### config.mk
export PLATFORM = sky130hd
export DESIGN_NAME = cond_logic_flat
export DESIGN_NICKNAME = d
export VERILOG_FILES = /design/src/rtl/cond_logic_pkg.sv /design/src/rtl/cond_logic_if.sv /design/src/rtl/cond_logic_cond_check.sv /design/src/rtl/cond_logic.sv /design/src/flat_wrapper.sv
export SDC_FILE = /design/constraint.sdc
export NUM_CORES = 1
export LEC_CHECK = 0
export BUFFER_PORTS_ARGS = -buffer_cell sky130_fd_sc_hd__buf_2
export CAP_MARGIN = 20
export CORE_AREA = 2 2 39 41
export CTS_CLUSTER_SIZE = 30
export DETAILED_ROUTE_END_ITERATION = 6
export DIE_AREA = 0 0 41 43
export PLACE_DENSITY = 0.53
export SLEW_MARGIN = 20
export SYNTH_ARGS = -nofsm -noshare
export SYNTH_HDL_FRONTEND = slang
export SYNTH_HIERARCHICAL = 1
export SYNTH_SLANG_ARGS = --single-unit
### constraint.sdc
create_clock -name clk -period 2.8 [get_ports clk]
set_clock_uncertainty 0.2 [all_clocks]
set_input_delay 0.56 -clock clk [delete_from_list [all_inputs] [get_ports clk]]
set_output_delay 0.56 -clock clk [all_outputs]
set_load 0.05 [all_outputs]
### src/rtl/cond_logic_pkg.sv
// Shared controller definitions: ARM condition-code encodings and NZCV flag bit positions.
package cond_logic_pkg;

  localparam int unsigned COND_W = 4;
  localparam int unsigned FLAGS_W = 4;

  typedef enum logic [COND_W-1:0] {
    COND_EQ = 4'b0000,
    COND_NE = 4'b0001,
    COND_CS = 4'b0010,
    COND_CC = 4'b0011,
    COND_MI = 4'b0100,
    COND_PL = 4'b0101,
    COND_VS = 4'b0110,
    COND_VC = 4'b0111,
    COND_HI = 4'b1000,
    COND_LS = 4'b1001,
    COND_GE = 4'b1010,
    COND_LT = 4'b1011,
    COND_GT = 4'b1100,
    COND_LE = 4'b1101,
    COND_AL = 4'b1110,
    COND_NV = 4'b1111
  } cond_e;

  localparam int unsigned FLAG_N = 3;
  localparam int unsigned FLAG_Z = 2;
  localparam int unsigned FLAG_C = 1;
  localparam int unsigned FLAG_V = 0;

endpackage

### src/rtl/cond_logic_if.sv
// Control-strobe bundle between the main controller FSM and the conditional-execution stage.
interface cond_logic_if;
  import cond_logic_pkg::*;

  logic [COND_W-1:0]  Cond;
  logic [FLAGS_W-1:0] ALUFlags;
  logic [1:0]         FlagW;
  logic               PCS;
  logic               NextPC;
  logic               RegW;
  logic               MemW;
  logic               PCWrite;
  logic               RegWrite;
  logic               MemWrite;
  logic [FLAGS_W-1:0] Flags;

  modport master (
    output Cond, ALUFlags, FlagW, PCS, NextPC, RegW, MemW,
    input  PCWrite, RegWrite, MemWrite, Flags
  );

  modport slave (
    input  Cond, ALUFlags, FlagW, PCS, NextPC, RegW, MemW,
    output PCWrite, RegWrite, MemWrite, Flags
  );

endinterface

### src/rtl/cond_logic_cond_check.sv
// Combinational evaluator of an ARM condition field against the NZCV flags.
module cond_check
  import cond_logic_pkg::*;
(
  input  logic [COND_W-1:0]  cond_i,
  input  logic [FLAGS_W-1:0] flags_i,
  output logic               cond_ex_o
);

  logic n, z, c, v, ge;

  always_comb begin
    n  = flags_i[FLAG_N];
    z  = flags_i[FLAG_Z];
    c  = flags_i[FLAG_C];
    v  = flags_i[FLAG_V];
    ge = (n == v);
    cond_ex_o = 1'b0;
    case (cond_e'(cond_i))
      COND_EQ: cond_ex_o = z;
      COND_NE: cond_ex_o = ~z;
      COND_CS: cond_ex_o = c;
      COND_CC: cond_ex_o = ~c;
      COND_MI: cond_ex_o = n;
      COND_PL: cond_ex_o = ~n;
      COND_VS: cond_ex_o = v;
      COND_VC: cond_ex_o = ~v;
      COND_HI: cond_ex_o = c & ~z;
      COND_LS: cond_ex_o = ~(c & ~z);
      COND_GE: cond_ex_o = ge;
      COND_LT: cond_ex_o = ~ge;
      COND_GT: cond_ex_o = ~z & ge;
      COND_LE: cond_ex_o = ~(~z & ge);
      COND_AL: cond_ex_o = 1'b1;
      default: cond_ex_o = 1'b0;
    endcase
  end

endmodule

### src/rtl/cond_logic.sv
// Conditional-execution stage: holds NZCV, evaluates the condition field and gates the
// FSM write strobes with the condition result from the previous cycle.
module cond_logic
  import cond_logic_pkg::*;
(
  input  logic         clk,
  input  logic         reset,
  cond_logic_if.slave  bus
);

  logic [FLAGS_W-1:0] flags_q, flags_d;
  logic               cond_ex_q;
  logic               cond_ex;
  logic [1:0]         flag_write;

  cond_check u_cond_check (
    .cond_i    (bus.Cond),
    .flags_i   (flags_q),
    .cond_ex_o (cond_ex)
  );

  // The N,Z and C,V groups load independently, both gated by this cycle's condition.
  always_comb begin
    flag_write = bus.FlagW & {2{cond_ex}};
    flags_d    = flags_q;
    if (flag_write[1]) begin
      flags_d[FLAG_N] = bus.ALUFlags[FLAG_N];
      flags_d[FLAG_Z] = bus.ALUFlags[FLAG_Z];
    end
    if (flag_write[0]) begin
      flags_d[FLAG_C] = bus.ALUFlags[FLAG_C];
      flags_d[FLAG_V] = bus.ALUFlags[FLAG_V];
    end
  end

  always_ff @(posedge clk or posedge reset) begin
    if (reset) begin
      flags_q   <= '0;
      cond_ex_q <= 1'b0;
    end else begin
      flags_q   <= flags_d;
      cond_ex_q <= cond_ex;
    end
  end

  // Writeback strobes arrive one state after the condition was evaluated.
  assign bus.PCWrite  = (bus.PCS & cond_ex_q) | bus.NextPC;
  assign bus.RegWrite = bus.RegW & cond_ex_q;
  assign bus.MemWrite = bus.MemW & cond_ex_q;
  assign bus.Flags    = flags_q;

endmodule

### src/flat_wrapper.sv
// flat-port wrapper written by rule: the top's interface ports become plain ports
module cond_logic_flat import cond_logic_pkg::*;
  (clk, reset, bus_Cond, bus_ALUFlags, bus_FlagW, bus_PCS, bus_NextPC, bus_RegW, bus_MemW, bus_PCWrite, bus_RegWrite, bus_MemWrite, bus_Flags);
  cond_logic_if bus_i ();
  input  logic clk;
  input  logic reset;
  input wire logic [$bits(bus_i.Cond)-1:0] bus_Cond;
  input wire logic [$bits(bus_i.ALUFlags)-1:0] bus_ALUFlags;
  input wire logic [$bits(bus_i.FlagW)-1:0] bus_FlagW;
  input wire logic [$bits(bus_i.PCS)-1:0] bus_PCS;
  input wire logic [$bits(bus_i.NextPC)-1:0] bus_NextPC;
  input wire logic [$bits(bus_i.RegW)-1:0] bus_RegW;
  input wire logic [$bits(bus_i.MemW)-1:0] bus_MemW;
  output wire logic [$bits(bus_i.PCWrite)-1:0] bus_PCWrite;
  output wire logic [$bits(bus_i.RegWrite)-1:0] bus_RegWrite;
  output wire logic [$bits(bus_i.MemWrite)-1:0] bus_MemWrite;
  output wire logic [$bits(bus_i.Flags)-1:0] bus_Flags;
  assign bus_i.Cond = bus_Cond;
  assign bus_i.ALUFlags = bus_ALUFlags;
  assign bus_i.FlagW = bus_FlagW;
  assign bus_i.PCS = bus_PCS;
  assign bus_i.NextPC = bus_NextPC;
  assign bus_i.RegW = bus_RegW;
  assign bus_i.MemW = bus_MemW;
  assign bus_PCWrite = bus_i.PCWrite;
  assign bus_RegWrite = bus_i.RegWrite;
  assign bus_MemWrite = bus_i.MemWrite;
  assign bus_Flags = bus_i.Flags;
  cond_logic u_core (.clk(clk), .reset(reset), .bus(bus_i));
endmodule
; Yosys cells after proc, flatten, opt, wreduce, memory -nomap -nowiden
; Index checks and enable logic that the tools add are counted.
[word_totals]
word_cells = 34
ff_bits = 5
output_inout_bits = 7
[classes]
n_eq_ne = 15
n_bitwise = 14
reduce_logical = 1
mux = 1
[ops]
columns = op, n
row1 = 4-bit equality test (second input constant), 7
row2 = 4-bit by 3-bit equality test with 1-bit output (second input constant), 4
row3 = 1-bit case mux with 15 select lines, 1
row4 = 4-bit by 2-bit equality test with 1-bit output (second input constant), 2
row5 = 1-bit inverter, 7
row6 = 1-bit bitwise AND, 5
row7 = 4-bit by 1-bit equality test with 1-bit output (second input constant), 1
row8 = 4-bit zero test, 1
row9 = 2-bit bitwise AND, 1
row10 = 1-bit equality test, 1
row11 = 1-bit OR, 1

; Depth between registers and ports, before layout
[logic_depth]
ltp_word = 5
ltp_mapped = 7
depth_no_buf = 7

; Cells and area by module
; Netlist, hierarchy kept.
[modules_own_cells]
columns = module, seq_area_each_um2, cells_each, area_each_um2, n_inst
row1 = cond_logic, 125.1, 15, 201.4, 1
row2 = cond_check, 0.0, 23, 147.6, 1

; Least setup slack after synthesis
; No wires, ideal clock.
[synth_path]
kind = reg-to-reg
start = register u_core.flags_q[3] (netlist: u_core/bus.Flags[3])
end = register u_core.flags_q[3] (netlist: u_core/bus.Flags[3])
t_required_ps = 2475
slack_ps = 487
path_buffers = 0
stages_incl_launch_ff = 8
period_less_slack_ps = 2313
setup_ps = 125
t_arrival_ps = 1988
cell_sequence = dfrtp_1 or3b_1 a21o_1 a21oi_2 o21ai_1 a32oi_1 nand2_1 mux2_2
[synth_via]
elab_chain_len = 5
[synth_lines]
columns = item, line
row1 = start: declaration, cond_logic.sv:11  ; logic [FLAGS_W-1:0] flags_q, flags_d;
row2 = start signal: assignment, cond_logic.sv:41  ; flags_q <= flags_d;
row3 = 1-bit equality test, cond_logic_cond_check.sv:17  ; ge = (n == v);
row4 = 1-bit bitwise AND, "cond_logic_cond_check.sv:32, cond_logic_cond_check.sv:33"
row5 = 1-bit inverter, cond_logic_cond_check.sv:33  ; COND_LE: cond_ex_o = ~(~z & ge);
row6 = 1-bit case mux with 15 select lines (*), cond_logic_cond_check.sv:19  ; case (cond_e'(cond_i))
row7 = via u_core.cond_ex, cond_logic.sv:13  ; logic cond_ex;
row8 = 2-bit bitwise AND (*), cond_logic.sv:24  ; flag_write = bus.FlagW & {2{cond_ex}};
; Mark *: on every way through the listed nets, which the timed path passes. The rest lies on a longest branch.
; A chain may end at the register's enable or synchronous reset.

; Worst setup path after layout
[layout_path]
start = register u_core.flags_q[3] (netlist: u_core/bus.Flags[3])
end = register u_core.flags_q[2] (netlist: u_core/bus.Flags[2])
; The elaborated chain is that of the path after synthesis.

==> metrics.txt <==
clk_lat worst skew=approximately 0.24 ns; postcts setup bufs=0; Post-synth ARST share=1.00; Synth Register Bits=5; worst r2r src=u_core/bus.Flags[3]; post-synthesis adder-cell area fraction=0; outcome=completed; final non-filler cell total=80; R2R cell count=7; fin crit period=2.27 ns; mapped cell area=about 350 um2; Root Buffer=clkbuf_4; Rel. slew slack=0.808; Worst EP arrival=2.19 ns; PwrDens=approximately 880 mW/mm2; main combinational cell family by area after synthesis=compound AO/OA/AOI/OAI gates; Synth Area in Simple Gates=0.211; Worst Path Required=roughly 2.7 ns; XOR/XNOR Fraction of Synth Area=0.0502; global route overflow=0; initial antenna violation count=0; final worst-path cycle share=0.810; Max IR drop VDD=around 0.3 mV; CTS resizes=0; first-pass GRT wire length=1300 um; Post-Route WL=851 um; mux cell area share after synthesis=0.129; vias post-DR=374; CP endpoint kind=register; sequential area share after synthesis=0.358; Post-synth top flop=dfrtp_1; Worst Path Class, Setup=reg -> reg; number of I/O pins=23; PortBufs=22; Syn. warnings=6; All-Layer GR Usage=0.113; CP Max Fanout=8; largest net degree at the start of global routing=9; setup slack, reg-to-reg=0.53 ns; cts hold-fix bufs=0; total die area=approximately 0.0018 mm2; total of max-cap violations=0; setup TNS=0 ns; vias in the first global route=a little over 300; site row count=14; syn_nets=54; Avg Cell Area, Syn=9.19 um2; CTS Buf Count=3; area growth from synthesis to layout=44.8%; initial core utilization=0.252; Slew @ Worst Pin=between 0.2 and 0.3 ns; Num Clock Sinks=5; cells after synthesis=38; # diodes=0; final setup fails=0; Yosys cell types=20; number of flops mapped to enable cells by yosys=0; mean routed wirelength per cell=approximately 11 um; initial drt markers=7; CTS tree=done; clock buffer depth=2; fin nets=81; Remaining DRCs=0; complex-gate fraction of the synthesized area=0.229; P_leak=0.256 nW; placed insts=76; die width=~40 um; Antenna Nets Post-Route=0; Worst R2R End=u_core/bus.Flags[2]; clk slew on worst S/H paths=~0.04 ns; share of layout cells above drive strength 1=0.500; DRT Pass-1 Iters=4; Hold Worst Slack=0.00651 ns; Startpoint Class=register; Core Util, Final=0.365; routed vias/inst=about 4.7; Die Span Y=43 um; unrepaired setup endpoints after global routing=false; H-tree levels=1; fill count=157; Final GP Congestion=between 0.6 and 0.7; worst min path class=in -> async; Final Hold Viols=0; Core Area=0.00138 mm2; final slew viol count=0; Fmax=roughly 0.44 GHz
critical path: stages (launching register included):
cell     delay (ns)
dfrtp_1        0.44
or3b_1         0.42
a21o_1         0.18
a21oi_2        0.12
o21ai_1        0.09
a32oi_1        0.29
nand2_1        0.13
mux2_2         0.29
area by class of cell:
type                    instances  area, um2  share of cell area
multi-input cells              31        216               0.428
flip-flops and latches          5        125               0.248
repair buffers                 22        110               0.218
clock buffers                   4       26.3              0.0520
well taps                      16       20.0              0.0396
inverters                       2       7.51              0.0149
cell usage in the layout (no fill, tap or decap), types with 2 or more instances in the layout:
master and n:
buf_2 22, nand2_1 5, dfrtp_1 5, mux2_2 4, clkbuf_4 3, a21o_1 2
and2_1 2, inv_1 2, o21ai_0 2, nor2_1 2, xor2_1 2, a21oi_1 2
power breakdown:
group / switching [mW] / internal, mW
logic: 0.150 / 0.0803
clock network: 0.0276 / 0.0538
registers: 0.0366 / 0.0976
worst max path at each step:
stage,startpoint,to,slack (ns)
6_report,u_core/bus.Flags[3],u_core/bus.Flags[2],0.53
5_1_grt,u_core/bus.Flags[3],u_core/bus.Flags[2],0.38
4_1_cts,u_core/bus.Flags[3],u_core/bus.Flags[2],0.50
3_5_place_dp,bus_Cond[3],u_core/bus.Flags[2],0.27
3_3_place_gp,bus_Cond[3],u_core/bus.Flags[1],0.29
2_1_floorplan,u_core/bus.Flags[3],u_core/bus.Flags[3],0.49
cell usage after synthesis, types with 2 or more instances:
| cell type | number | area [um2] |
|---|---|---|
| nand2_1 | 5 | 18.8 |
| mux2_2 | 4 | 45.0 |
| and2_1 | 2 | 12.5 |
| a21oi_1 | 2 | 10.0 |
| o21ai_0 | 2 | 10.0 |
| a21o_1 | 2 | 15.0 |
| dfrtp_1 | 5 | 125 |
| xor2_1 | 2 | 17.5 |
| inv_1 | 2 | 7.51 |
| nor2_1 | 2 | 7.51 |
per-layer routing:
layer / GRT usage / wire (um) / vias up
met4: 0.0800 / 19 / 0
met5: 0 / 0 / -
li1: - / - / 192
met2: 0.159 / 375 / 16
met3: 0.0314 / 61 / 2
met1: 0.141 / 395 / 164
state kept, by name, indices dropped and copies added, names as in the netlist:
signal	flops
u_core/bus.Flags	4
u_core/cond_ex_q	1
cell families after synthesis:
group                  after synthesis
AO/OA/AOI/OAI                       12
XOR/XNOR                             2
buffers and inverters                2
flip-flops                           5
multiplexers                         4
AND/OR/NAND/NOR                     13
stage by stage:
| stage | worst slack, ns | area, um2 | power [mW] |
|---|---|---|---|
| after floorplan | 0.487 | 349 | 0.307 |
| after global placement | 0.285 | 479 | 0.363 |
| after detailed placement | 0.266 | 479 | 0.368 |
| after CTS | 0.496 | 505 | 0.455 |
| after global routing | 0.383 | 505 | 0.481 |
| final | 0.531 | 505 | 0.446 |
Power figures use the tool's default switching activity.
